[config.mk]
export PLATFORM = sky130hd
export DESIGN_NAME = obram_arbiter
export DESIGN_NICKNAME = d
export VERILOG_FILES = /design/src/rtl/conv_pkg.sv /design/src/rtl/rr_arb2.sv /design/src/rtl/obram_arbiter.sv
export SDC_FILE = /design/constraint.sdc
export NUM_CORES = 1
export LEC_CHECK = 0
export BUFFER_PORTS_ARGS = -buffer_cell sky130_fd_sc_hd__buf_4
export CAP_MARGIN = 0
export CELL_PAD_IN_SITES_DETAIL_PLACEMENT = 2
export CELL_PAD_IN_SITES_GLOBAL_PLACEMENT = 2
export CORE_MARGIN = 2
export CORE_UTILIZATION = 22
export CTS_CLUSTER_DIAMETER = 200
export DETAILED_ROUTE_END_ITERATION = 8
export GPL_ROUTABILITY_DRIVEN = 1
export PLACE_DENSITY = 0.86
export SYNTH_ARGS = -nofsm -noshare
export SYNTH_HDL_FRONTEND = slang
export SYNTH_SLANG_ARGS = --single-unit
export TNS_END_PERCENT = 100
[constraint.sdc]
create_clock -name clk -period 2.25 [get_ports clk]
set_input_delay 0.45 -clock clk [delete_from_list [all_inputs] [get_ports clk]]
set_output_delay 0.45 -clock clk [all_outputs]
set_load 0.01 [all_outputs]
[src/rtl/conv_pkg.sv]
// conv_pkg: output-frame geometry and BRAM port constants shared by the conv output path.
package conv_pkg;
    localparam int OUT          = 126;
    localparam int DEPTH        = OUT * OUT;
    localparam int ADDR_WIDTH   = $clog2(DEPTH);
    localparam int DATA_WIDTH   = 32;
    localparam int READ_LATENCY = 2;
    typedef enum logic {LW_RD = 1'b0, LW_WR = 1'b1} winner_e;
endpackage

[src/rtl/rr_arb2.sv]
// rr_arb2: two-way round-robin grant between writer and reader with frame clear.
module rr_arb2
    import conv_pkg::*;
(
    input  logic clk,
    input  logic rst,
    input  logic clear,
    input  logic wr_req,
    input  logic rd_req,
    output logic wr_gnt,
    output logic rd_gnt
);
    winner_e last_q, last_d;
    always_comb begin
        wr_gnt = !clear && wr_req && (!rd_req || last_q == LW_RD);
        rd_gnt = !clear && rd_req && (!wr_req || last_q == LW_WR);
        last_d = clear ? LW_RD : wr_gnt ? LW_WR : rd_gnt ? LW_RD : last_q;
    end
    always_ff @(posedge clk or negedge rst) begin
        if (!rst) last_q <= LW_RD;
        else      last_q <= last_d;
    end
endmodule

[src/rtl/obram_arbiter.sv]
// obram_arbiter: shares the output BRAM port between store and readback paths,
// tracks read latency and counts in-range writes per frame.
module obram_arbiter #(
    parameter int DEPTH        = conv_pkg::DEPTH,
    parameter int ADDR_WIDTH   = conv_pkg::ADDR_WIDTH,
    parameter int DATA_WIDTH   = conv_pkg::DATA_WIDTH,
    parameter int READ_LATENCY = conv_pkg::READ_LATENCY
) (
    input  logic                  clk,
    input  logic                  rst,
    input  logic                  clear,
    input  logic                  wr_req,
    input  logic [ADDR_WIDTH-1:0] wr_addr,
    input  logic [DATA_WIDTH-1:0] wr_data,
    output logic                  wr_gnt,
    input  logic                  rd_req,
    input  logic [ADDR_WIDTH-1:0] rd_addr,
    output logic                  rd_gnt,
    output logic [DATA_WIDTH-1:0] rd_data,
    output logic                  rd_valid,
    output logic                  bram_en,
    output logic                  bram_we,
    output logic [ADDR_WIDTH-1:0] bram_addr,
    output logic [DATA_WIDTH-1:0] bram_din,
    input  logic [DATA_WIDTH-1:0] bram_dout,
    output logic [ADDR_WIDTH:0]   wr_count,
    output logic                  frame_written,
    output logic                  addr_err
);
    localparam int RL = READ_LATENCY;
    localparam int CW = ADDR_WIDTH + 1;
    localparam logic [CW-1:0] DEPTH_W = CW'(DEPTH);

    logic                  acc, in_rng;
    logic [ADDR_WIDTH-1:0] acc_addr;
    logic                  en_q, en_d, we_q, we_d;
    logic [ADDR_WIDTH-1:0] addr_q, addr_d;
    logic [DATA_WIDTH-1:0] din_q, din_d;
    logic [RL-1:0]         vld_q, vld_d, oor_q, oor_d;
    logic [CW-1:0]         cnt_q, cnt_d;
    logic                  frame_q, frame_d, err_q, err_d;

    rr_arb2 u_arb (
        .clk    (clk),
        .rst    (rst),
        .clear  (clear),
        .wr_req (wr_req),
        .rd_req (rd_req),
        .wr_gnt (wr_gnt),
        .rd_gnt (rd_gnt)
    );

    // Out-of-range requests are granted but never reach the BRAM port.
    always_comb begin
        acc      = wr_gnt || rd_gnt;
        acc_addr = wr_gnt ? wr_addr : rd_addr;
        in_rng   = {1'b0, acc_addr} < DEPTH_W;
        en_d     = acc && in_rng;
        we_d     = wr_gnt && in_rng;
        addr_d   = acc ? acc_addr : addr_q;
        din_d    = wr_gnt ? wr_data : din_q;
        vld_d    = RL'({vld_q, rd_gnt});
        oor_d    = RL'({oor_q, rd_gnt && !in_rng});
        cnt_d    = clear ? '0 : cnt_q + CW'(we_d && cnt_q != DEPTH_W);
        frame_d  = !clear && (frame_q || cnt_d == DEPTH_W);
        err_d    = !clear && (err_q || (acc && !in_rng));
    end

    always_ff @(posedge clk or negedge rst) begin
        if (!rst) begin
            en_q    <= 1'b0;
            we_q    <= 1'b0;
            addr_q  <= '0;
            din_q   <= '0;
            vld_q   <= '0;
            oor_q   <= '0;
            cnt_q   <= '0;
            frame_q <= 1'b0;
            err_q   <= 1'b0;
        end else begin
            en_q    <= en_d;
            we_q    <= we_d;
            addr_q  <= addr_d;
            din_q   <= din_d;
            vld_q   <= vld_d;
            oor_q   <= oor_d;
            cnt_q   <= cnt_d;
            frame_q <= frame_d;
            err_q   <= err_d;
        end
    end

    assign bram_en       = en_q;
    assign bram_we       = we_q;
    assign bram_addr     = addr_q;
    assign bram_din      = din_q;
    assign rd_valid      = vld_q[RL-1];
    assign rd_data       = oor_q[RL-1] ? '0 : bram_dout;
    assign wr_count      = cnt_q;
    assign frame_written = frame_q;
    assign addr_err      = err_q;
endmodule

# --- Word level (Yosys, flattened, before mapping) ---
# Cells that the tools add are included.
word_totals:
  register_bits: 70
  input_bits: 97
  elab_cells: 42
op_classes:
  bitwise_logic: 1
  n_eq_ne: 2
  magnitude_cmp: 1
  addsub: 1
  n_mux: 6
  n_reduce_logical: 21
ops:
  columns: ["operator", "n"]
  rows:
  - ["two-way mux 32 bit", 1]
  - ["adder 15 x 1 -> 15 bit", 1]
  - ["== test 15 x 14 -> 1 bit (second input constant)", 1]
  - ["two-way mux 15 bit", 1]
  - ["inequality test 15 x 14 -> 1 bit (second input constant)", 1]
  - ["< comparator 14 bit (second input constant)", 1]
  - ["two-way mux 14 bit", 1]
  - ["logical AND 1 bit", 11]
  - ["logical OR 1 bit", 5]
  - ["zero test 1 bit", 4]
  - ["two-way mux 1 bit", 3]
  - ["nonzero test 3 bit", 1]
  - ["NOT 1 bit", 1]

# --- Longest topological paths before layout ---
# Gate-level depths: netlist (run 1).
depth:
  word_depth: 12
  depth_mapped: 13

# --- Cells and area by module ---
# From an unflattened synthesis (run 1), not the netlist that was laid out.
hier_totals:
  cells_unflattened: 288
  area_unflattened_um2: 3273.1
by_module_without_submodules:
  columns: ["module", "cells_per_inst", "n_inst", "area_per_inst_um2", "seq_area_each_um2"]
  rows:
  - ["obram_arbiter", 282, 1, 3206.8, 1726.7]
  - ["rr_arb2", 6, 1, 66.3, 25.0]

# --- Worst setup path before layout (run 1) ---
# Ideal clock, no wire load.
synth_path:
  path_type: "in2reg"
  from: "in wr_addr[7]"
  to: "reg frame_q, in the netlist frame_written"
  stages: 12
  required_time_ns: 2.129
  setup_time_ns: 0.121
  setup_slack_ns: -0.612
  n_path_buf: 0
  arrival_ns: 2.741
  cell_sequence: "or4_1 > nor4_1 > nor3_1 > nand2b_1 > a41oi_1 > ha_1 > ha_1 > nand2_2 > nor3_2 > xnor2_1 > nor4b_2 > a32o_2"
synth_via:
  elab_chain_cells: 9
synth_lines:
  columns: ["item", "line_no", "text"]
  rows:
  - ["start, declared", "obram_arbiter.sv:13", "input logic [ADDR_WIDTH-1:0] wr_addr,"]
  - ["two-way mux 14 bit", "obram_arbiter.sv:56", "acc_addr = wr_gnt ? wr_addr : rd_addr;"]
  - ["< comparator 14 bit", "obram_arbiter.sv:57", "in_rng = {1'b0, acc_addr} < DEPTH_W;"]
  - ["logical AND 1 bit", "obram_arbiter.sv:59", "we_d = wr_gnt && in_rng;"]
  - ["logical AND 1 bit", "obram_arbiter.sv:64", "cnt_d = clear ? '0 : cnt_q + CW'(we_d && cnt_q != DEPTH_W);"]
  - ["adder 15 x 1 -> 15 bit", "obram_arbiter.sv:64", null]
  - ["two-way mux 15 bit", "obram_arbiter.sv:64", null]
  - ["== test 15 x 14 -> 1 bit", "obram_arbiter.sv:65", "frame_d = !clear && (frame_q || cnt_d == DEPTH_W);"]
  - ["logical OR 1 bit", "obram_arbiter.sv:65", null]
  - ["logical AND 1 bit", "obram_arbiter.sv:65", null]
  - ["named net frame_d", "obram_arbiter.sv:41", "logic frame_q, frame_d, err_q, err_d;"]
  - ["end signal, assigned", "obram_arbiter.sv:88", "frame_q <= frame_d;"]
  - ["end, declared", "obram_arbiter.sv:41", null]
# The timed path passes the listed nets, and every way through them passes these cells.
# A chain may end at the register's enable or synchronous reset.

# --- Final worst setup path (run 1) ---
# Same ends and word-level chain as after synthesis.

==> impl_metrics.py, run 1 <==
metrics = {
    "outcome": {
        "outcome": "finished, violations left",
        "violations": "setup timing",
    },
    "synth": {
        "synth_mux_area_share_pct": 15.50,
        "yosysWarningCount": 0,
        "synth_ff_type": "dfrtp_1",
        "synth-async-reset-ratio_pct": 100.0,
        "synth-edff-count": 0,
        "synth_area_sq_um": 3197,
        "ys_types": 39,
        "synth.ff_latch_count": 70,
        "yosys.area_share.adder_pct": 0.7828,
        "synth_cells": 277,
        "yosysTopAreaCellShare_pct": 54.79,
        "yosys-top-cells-area": "dfrtp_1 (55%), mux2_2 (11%), nor2b_1 (6.7%), mux2i_1 (3.8%), nand2_1 (2.5%)",
        "avgSynthCellArea_sq_um": 11.54,
        "ys_seq_area_share_pct": 54.79,
        "yosys.area_share.simple_pct": 18.55,
        "synth_top_family_by_area": "simple AND/OR/NAND/NOR gates",
        "syn_nets": 376,
        "yosys.area.top_type": "dfrtp_1",
        "synth_xor_area_share_pct": 3.288,
        "synth-compound-area-share_pct": 4.618,
    },
    "power": {
        "power_density_nw_per_um2": 690.8,
        "vdd_drop_max_mv": 0.3305,
        "total_power_mw": 3.970,
        "p_leak_nw": 2.856,
    },
    "layout": {
        "area_growth_pct": 79.77,
        "fill_cells": 1500,
        "fin_util_pct": 39.99,
        "drive_gt1_share_pct": 61.32,
        "num-nets-final": 611,
        "regArea_sq_um": 1752,
        "multi_input_area_sq_um": 1580,
        "antenna-diode-count": 0,
        "finalInstanceArea_sq_um": 5747,
        "instances_no_fill": 701,
    },
    "timing": {
        "setup_ws_ps": -459.3,
        "period_minus_slack_ps": 2709,
        "worst_clock_skew_ps": 5.459,
        "hold_viol": 0,
        "max_freq_mhz": 369.1,
        "tightest_slew_ps": 587.9,
        "drv_slew": 0,
        "fin_crit_sh_pct": 120.4,
        "rsz0062_at_grt": "yes",
        "finalSetupViolCount": 13,
        "slew_headroom_pct": 60.26,
    },
    "route": {
        "ant_nets": 0,
        "post_drt_wl_per_cell_microns": 18.43,
        "firstDrtPassIters": 4,
        "remaining_drc_errors": 0,
        "vias_per_cell": 4.468,
        "totalWireLength_microns": 12920,
        "first_iter_violations": 73,
        "num_vias": 3132,
    },
    "global_routing": {
        "grtUsageMet2_pct": 29.70,
        "grt.busiest_layer": "met2",
        "grt_max_degree": 62,
        "grt_antenna_before_repair": 0,
        "grt_usage_pct": 16.78,
        "first_global_vias": 3636,
        "grt-ovfl-total": 0,
        "use_met1_pct": 19.25,
        "grt_pass1_wl_microns": 20510,
        "use_met3_pct": 5.627,
    },
    "hold_path": {
        "hp-class": "primary input to async pin",
    },
    "floorplanning": {
        "die_w_microns": 124.5,
        "ios": 197,
        "row_count": 44,
        "die-height_microns": 124.5,
        "core_area_sq_um": 14370,
        "start_util_pct": 22.25,
        "die_area_sq_um": 15510,
    },
    "place": {
        "pre_cts_ws_ps": -937.4,
        "portBuffers": 196,
        "place_inst": 679,
        "gp_congestion": 0.8846,
        "dpl.hpwl_microns": 9776,
        "place_area_sq_um": 5186,
    },
    "clock_tree": {
        "clk-insertion-delay-late_ps": 330,
        "cts_made_buffers": 9,
        "cts-root-buf": "clkbuf_16",
        "clk_pin_slew_ps": 60,
        "cts_max_level": 3,
        "cts_tree": "yes",
        "cts_max_path_buffers": 2,
        "cts_hold_buffers": 0,
        "cts_sinks": 70,
    },
    "critical_path": {
        "crit_fanout": 4,
        "start_kind": "primary input",
        "cp.arrival_ps": 2980,
        "criticalPathCategory": "primary input to register",
        "cp.required_ps": 2520,
        "endpoint_kind": "register",
    },
    "run": {
        "cap_violations": 0,
    },
}
## synthesized netlist by cell type (all sizes together), types with 3 or more instances
| cell type | instances |
|---|---|
| nor4 | 3 |
| o21ai | 14 |
| nand2b | 3 |
| nand3 | 10 |
| nor2 | 16 |
| dfrtp | 70 |
| xnor2 | 6 |
| nor3 | 5 |
| nor2b | 34 |
| nand2 | 22 |
| xor2 | 6 |
| inv | 4 |
| buf | 7 |
| mux2i | 12 |
| clkbuf | 7 |
| mux2 | 33 |
| nor4b | 4 |
## cells by family after synthesis
logic type | Yosys count
buffers and inverters | 18
xor gates and xnor gates | 12
DFF | 70
AOI/OAI and AO/OA | 24
muxes | 45
adders and majority gates | 2
and+or+nand+nor | 106
## routing by layer
metal | routed length [microns] | share of wire [%]
met1 | 5122 | 40
met2 | 6548 | 51
met5 | 0 | 0
met3 | 1052 | 8.1
met4 | 193 | 1.5
## layout make-up
class                           count  share of cell area [%]
Clock inverter                      7                   1.960
Timing Repair Buffer              238                   31.87
Clock buffer                        9                   3.919
Tap cell                          184                   4.006
Inverter                            4                  0.2613
Multi-Input combinational cell    189                   27.50
Sequential cell                    70                   30.48
## path summary, 6_finish.rpt
| path | from | cells after the start | slack (ps) | to |
|---|---|---|---|---|
| worst max-delay path | wr_addr[7] | 12 | -460 | frame_written$_DFF_PN0_ |
| worst min-delay path | rst | 1 | 80 | bram_addr[4]$_DFFE_PN0N_ |
| worst max register to register | wr_count[8]$_DFF_PN0_ | 10 | -310 | frame_written$_DFF_PN0_ |
| worst min register to register | oor_q[0]$_DFF_PN0_ | 0 | 350 | oor_q[1]$_DFF_PN0_ |
| max in group asynchronous | rst | 2 | 1590 | bram_din[22]$_DFFE_PN0N_ |
| min in group clk | wr_addr[5] | 3 | 340 | bram_addr[5]$_DFFE_PN0N_ |
## layout by cell type, fill, tap and decap left out, types with 3 or more instances in the layout
master / count
buf_4: 229
buf_6: 7
bufinv_16: 3
clkbuf_16: 9
clkinv_2: 3
dfrtp_1: 70
inv_1: 4
mux2_2: 32
mux2i_1: 12
nand2_1: 21
nand3_1: 6
nor2_1: 13
nor2b_1: 34
nor3_4: 3
nor4b_1: 3
o21ai_0: 14
xnor2_1: 3
xnor2_2: 3
xor2_1: 5
## state kept, by name (all words and copies together) (netlist names), 2 cells and up
| signal | cells |
|---|---|
| oor_q | 2 |
| wr_count | 15 |
| bram_addr | 14 |
| bram_din | 32 |
| vld_q | 2 |
## timing repair
action	4_1_cts	5_1_grt
gates resized for setup	26	7
setup buffers	3	4
endpoints found under the setup margin	14	14
pin swaps	12	8
## stage by stage
stage / hold WS [ps] / setup TNS, ps
finish: 81.26 / -2824
floorplan: 154.4 / -2729
global route: 105.1 / -3690
detailed placement: 340.3 / -10280
global placement: 334.5 / -8096
CTS: 82.52 / -2157
## power by group
| group | internal [mW] | total [mW] | switching (mW) |
|---|---|---|---|
| Clock | 1.08 | 1.65 | 0.575 |
| Sequential | 1.41 | 1.49 | 0.0856 |
| Combinational | 0.478 | 0.823 | 0.345 |
## worst max-delay path, stage by stage
cell and delay [ps]:
buf_6 90, or4_4 550, nor4_4 200, nor3_2 80, nand2b_4 160, a41oi_4 190
ha_4 190, nand3_4 110, or2_4 270, mux2_4 300, o32ai_1 160, a32o_2 220
(Power assumes the default switching activity.)
==> run 2, diff against run 1 <==
BUFFER_PORTS_ARGS = -buffer_cell sky130_fd_sc_hd__buf_2   (was -buffer_cell sky130_fd_sc_hd__buf_4)
==> run 2 against run 1 <==
Against the previous run: the run still ends with setup timing left; clock-buffer cell count grew 3; sequential share of layout area grew 2.7 points; combinational power shrank 16%; wire length shrank 1.8%; sequential power is essentially flat; largest power group is now registers.
==> impl_metrics.py, run 2 (synthesis gave the netlist of run 1 again) <==
metrics = {
    "outcome": {
        "outcome": "finished, violations left",
        "violations": "setup timing",
    },
    "route": {
        "firstDrtPassIters": 4,
        "remaining_drc_errors": 0,
        "num_vias": 3174,
        "post_drt_wl_per_cell_microns": 17.95,
        "first_iter_violations": 50,
        "ant_nets": 0,
        "vias_per_cell": 4.489,
        "totalWireLength_microns": 12690,
    },
    "critical_path": {
        "path_buf_inv": 1,
        "rr_startpoint": "wr_count[8]$_DFF_PN0_",
        "cp.required_ps": 2530,
        "worst_path_max_delay_cell": "or4_4",
        "endpoint_kind": "register",
        "cp.arrival_ps": 2930,
        "crit_chain": "buf_6, or4_4, nor4_4, nor3_2, nand2b_4, a41oi_4, ha_4, nand3_4, or2_4, mux2_4, o32ai_1, a32o_2",
        "crit_fanout": 4,
        "slowest_delay_ps": 530,
        "criticalPathCategory": "primary input to register",
        "reg2reg_slack_ps": -180,
        "start_kind": "primary input",
        "rr_worst_depth": 10,
        "crit_family": "simple AND/OR/NAND/NOR gates",
        "crit_path_start": "wr_addr[7]",
        "r2r-end": "frame_written$_DFF_PN0_",
    },
    "power": {
        "p_leak_nw": 2.746,
        "power_density_nw_per_um2": 687.7,
        "total_power_mw": 3.633,
        "vdd_drop_max_mv": 0.4512,
    },
    "floorplanning": {
        "die-height_microns": 124.5,
        "die_w_microns": 124.5,
        "ios": 197,
        "row_count": 44,
        "core_area_sq_um": 14370,
        "start_util_pct": 22.25,
        "die_area_sq_um": 15510,
    },
    "timing": {
        "hold_viol": 0,
        "period_minus_slack_ps": 2648,
        "worst_clock_skew_ps": 6.831,
        "setup_ws_ps": -398.0,
        "max_freq_mhz": 377.7,
        "tightest_slew_ps": 934.0,
        "slew_headroom_pct": 37.73,
        "fin_crit_sh_pct": 117.7,
        "rsz0062_at_grt": "yes",
        "finalSetupViolCount": 11,
        "drv_slew": 0,
    },
    "clock_tree": {
        "cts-root-buf": "clkbuf_16",
        "cts_made_buffers": 9,
        "cts_max_path_buffers": 2,
        "cts_max_level": 3,
        "cts_hold_buffers": 0,
        "clk_pin_slew_ps": 60,
        "cts_sinks": 70,
        "clk-insertion-delay-late_ps": 340,
        "cts_tree": "yes",
    },
    "global_routing": {
        "grt_antenna_before_repair": 1,
        "grt_pass1_wl_microns": 20090,
        "first_global_vias": 3636,
        "grt_usage_pct": 16.66,
        "grt-ovfl-total": 0,
        "grt_max_degree": 62,
    },
    "run": {
        "cap_violations": 0,
    },
    "layout": {
        "finalInstanceArea_sq_um": 5283,
        "largest_reg_flops": 32,
        "area_growth_pct": 65.24,
        "mostFrequentLayoutCell": "buf_2",
        "num-nets-final": 616,
        "drive_gt1_share_pct": 62.07,
        "mostFrequentLayoutCells": "buf_2 (193), dfrtp_1 (70), buf_4 (42)",
    },
    "place": {
        "dpl.hpwl_microns": 9642,
        "gp_congestion": 0.9118,
        "place_area_sq_um": 4713,
        "portBuffers": 196,
    },
    "hold_path": {
        "hp-class": "primary input to async pin",
    },
}
-- run 2: repair_timing --
| action | CTS | global route |
|---|---|---|
| buffers inserted | 6 | 5 |
| pin swaps | 12 | 12 |
| gates resized for setup | 24 | 14 |
| setup endpoints to repair | 16 | 14 |
-- run 2: worst max-delay path by stage --
stage,end,depth (start not counted),slack [ps]
2_1_floorplan,frame_written$_DFF_PN0_,11,-520
3_3_place_gp,frame_written$_DFF_PN0_,12,-820
3_5_place_dp,frame_written$_DFF_PN0_,13,-990
4_1_cts,frame_written$_DFF_PN0_,12,-410
5_1_grt,frame_written$_DFF_PN0_,13,-490
6_report,frame_written$_DFF_PN0_,12,-400
-- run 2: metrics by stage --
| stage | setup slack (ps) | hold WS, ps | cells | utilization, % | TNS, ps |
|---|---|---|---|---|---|
| 3_3_place_gp | -823.2 | 337.7 | 681 | 32.80 | -8435 |
| 2_1_floorplan | -515.1 | 154.4 | 277 | - | -2729 |
| 6_report | -398.0 | 39.98 | 707 | 36.76 | -1927 |
| 4_1_cts | -406.1 | 52.95 | 703 | 36.09 | -2103 |
| 3_5_place_dp | -993.1 | 341.2 | 681 | 32.80 | -10530 |
| 5_1_grt | -494.0 | 69.74 | 707 | 36.76 | -2918 |
-- run 2: final cells by class --
type                            count  area, sq um
Fill cell                        1600         9086
Sequential cell                    70         1752
Multi-Input combinational cell    189         1599
Timing Repair Buffer              243         1383
Clock buffer                       12        256.5
Tap cell                          184        230.2
Clock inverter                      4        45.04
Inverter                            4        15.01
Antenna cell                        1        2.502
-- run 2: worst reg2reg max path: cells and delay by family (launching register included) --
kind	cells	cell delay, ps
flops	1	400
simple gates	3	620
compound gates	3	560
buf+inv	1	120
mux	1	280
fa+ha+maj	2	400
-- run 2: power by group --
| group | switching, mW | internal (mW) |
|---|---|---|
| registers | 0.0815 | 1.41 |
| clock network | 0.540 | 0.913 |
| logic | 0.347 | 0.343 |
| total | 0.968 | 2.66 |
-- run 2: per-layer routing --
metal | global-route usage [%] | wire length (microns) | vias up
met5 | 0 | 0 | -
li1 | - | - | 1432
met2 | 30.22 | 6724 | 157
met4 | 6.147 | 196 | 0
met1 | 17.78 | 4751 | 1571
met3 | 5.799 | 1016 | 14
==> run 3, diff against run 2 <==
CORE_MARGIN = default   (was 2)
CORE_UTILIZATION = 24   (was 22)
PLACE_DENSITY = 0.88   (was 0.86)
clock period = 3 ns   (was 2.25 ns; I/O delays follow)
==> run 3 against run 2 <==
Against the previous run: the run now ends clean; sequential power shrank 25%; utilization grew 1.5 points; clock skew is essentially flat; critical path type unchanged; clock-buffer cell count shrank 1; cell count shrank 5.9%; die area shrank 11%; first-iteration DRC count grew 20%; sequential cell count is the same; via count shrank 4.8%; highest routed layer unchanged; sequential share of layout area grew 2.6 points; clock power shrank 25%.
==> impl_metrics.py, run 3 (synthesis gave the netlist of run 1 again) <==
metrics = {
    "outcome": {
        "outcome": "complete, no violations",
    },
    "timing": {
        "setup_ws_ps": 144.5,
        "slew_headroom_pct": 39.33,
        "period_minus_slack_ps": 2856,
        "rsz0062_at_grt": "no",
        "drv_slew": 0,
        "fin_crit_sh_pct": 95.18,
        "tns_ps": 0,
        "hold_viol": 0,
        "finalSetupViolCount": 0,
        "tightest_slew_ps": 910.0,
        "max_freq_mhz": 350.2,
        "worst_clock_skew_ps": 7.146,
    },
    "layout": {
        "mostFrequentLayoutCells": "buf_2 (194), dfrtp_1 (70), nor2b_1 (34)",
        "fin_util_pct": 38.23,
        "area_growth_pct": 53.39,
        "largest_reg_flops": 32,
        "fill_cells": 1416,
        "mostFrequentLayoutCell": "buf_2",
        "antenna-diode-count": 0,
        "multi_input_area_sq_um": 1491,
        "drive_gt1_share_pct": 57.61,
        "regArea_sq_um": 1752,
        "num-nets-final": 587,
    },
    "floorplanning": {
        "die_area_sq_um": 13790,
        "core_area_sq_um": 12820,
        "die-height_microns": 117.4,
        "ios": 197,
        "row_count": 41,
        "die_w_microns": 117.4,
        "start_util_pct": 24.93,
    },
    "clock_tree": {
        "cts_made_buffers": 9,
        "clk_pin_slew_ps": 60,
        "cts_hold_buffers": 0,
        "clk-insertion-delay-late_ps": 340,
        "cts_tree": "yes",
        "cts_max_path_buffers": 2,
        "cts_max_level": 3,
        "cts-root-buf": "clkbuf_16",
        "cts_sinks": 70,
    },
    "critical_path": {
        "cp.required_ps": 3280,
        "criticalPathCategory": "primary input to register",
        "endpoint_kind": "register",
        "reg2reg_slack_ps": 300,
        "worst_path_max_delay_cell": "or4_4",
        "crit_fanout": 2,
        "crit_chain": "buf_2, or4_4, nor4_4, nor3_2, nand2b_4, a41oi_2, ha_2, ha_4, nand2_2, nor3_4, xnor2_2, nor4b_4, a32o_2",
        "cp.arrival_ps": 3140,
        "slowest_delay_ps": 520,
        "start_kind": "primary input",
    },
    "run": {
        "cap_violations": 0,
    },
    "global_routing": {
        "grt_usage_pct": 17.20,
        "grt-ovfl-total": 0,
        "grt_max_degree": 71,
        "first_global_vias": 3397,
        "grt_antenna_before_repair": 0,
        "grt_pass1_wl_microns": 18260,
    },
    "hold_path": {
        "hp-class": "register to register",
    },
    "place": {
        "pre_cts_ws_ps": -572.6,
        "portBuffers": 196,
        "gp_congestion": 0.8237,
        "dpl.hpwl_microns": 8597,
    },
    "power": {
        "power_density_nw_per_um2": 549.7,
        "p_leak_nw": 2.522,
        "vdd_drop_max_mv": 0.3852,
    },
    "route": {
        "post_drt_wl_per_cell_microns": 16.89,
        "vias_per_cell": 4.544,
        "firstDrtPassIters": 4,
        "totalWireLength_microns": 11230,
        "first_iter_violations": 60,
        "num_vias": 3022,
        "ant_nets": 0,
        "remaining_drc_errors": 0,
    },
}
==> run 3: cell count changes in the layout (fill, tap and decap cells not counted), moves of 2 or more <==
cell / delta
buf_4: -24
buf_6: -4
nand3_1: +3
nor2_1: +3
clkbuf_8: -2
clkinv_2: -2
clkinvlp_4: +2
nand3_2: -2
nor2_4: -2
==> run 3: cell type report <==
| type | count | share of cell area (%) |
|---|---|---|
| clock inverter | 5 | 1.199 |
| clock buffer | 11 | 4.950 |
| timing repair buffer | 214 | 23.02 |
| multi-input combinational | 189 | 30.42 |
| sequential | 70 | 35.72 |
| tap | 172 | 4.389 |
| inverter | 4 | 0.3062 |
==> run 3: what timing repair did <==
action	CTS	global route
pin swaps	9	4
endpoints found under the setup margin	1	1
buffers inserted	5	0
gates resized for setup	15	6
==> run 3: worst paths after layout <==
path                                  startpoint                        to  depth (start not counted)
setup / recovery                      wr_addr[5]   frame_written$_DFF_PN0_                         13
hold / removal                vld_q[0]$_DFF_PN0_        vld_q[1]$_DFF_PN0_                          0
setup reg to reg           wr_count[6]$_DFF_PN0_   frame_written$_DFF_PN0_                         10
hold reg to reg               vld_q[0]$_DFF_PN0_        vld_q[1]$_DFF_PN0_                          0
max in group asynchronous                    rst  bram_din[17]$_DFFE_PN0N_                          1
min in group asynchronous                    rst    wr_count[13]$_DFF_PN0_                          1
==> run 3: per-layer routing <==
metal  wire [microns]  global-route usage [%]
met3              907                   5.788
met1             4285                   18.69
met5                0                       0
met2             5781                   30.03
met4              259                   7.955
==> run 3: metrics by stage <==
| stage | instance area (sq um) | hold WS [ps] | total power [mW] | instances |
|---|---|---|---|---|
| after global routing | 4903 | 363.3 | 2.837 | 665 |
| after global placement | 4437 | 335.7 | 1.597 | 644 |
| final | 4903 | 345.6 | 2.695 | 665 |
| after detailed placement | 4437 | 335.8 | 1.626 | 644 |
| after floorplan | 3203 | 304.4 | 1.347 | 277 |
| after CTS | 4865 | 349.6 | 2.749 | 665 |
==> run 3: power breakdown <==
| group | leakage [nW] | internal [mW] | switching (mW) |
|---|---|---|---|
| registers | 0.877 | 1.06 | 0.0602 |
| clock network | 0.142 | 0.666 | 0.425 |
| logic | 1.50 | 0.242 | 0.245 |
| total | 2.52 | 1.96 | 0.731 |
==> run 3: critical path, delay by kind of cell <==
family | cells | cell delay (ps)
buffers and inverters | 1 | 110
AOI/OAI and AO/OA | 2 | 350
adders and majority gates | 2 | 370
xor gates and xnor gates | 1 | 150
and+or+nand+nor | 7 | 1550
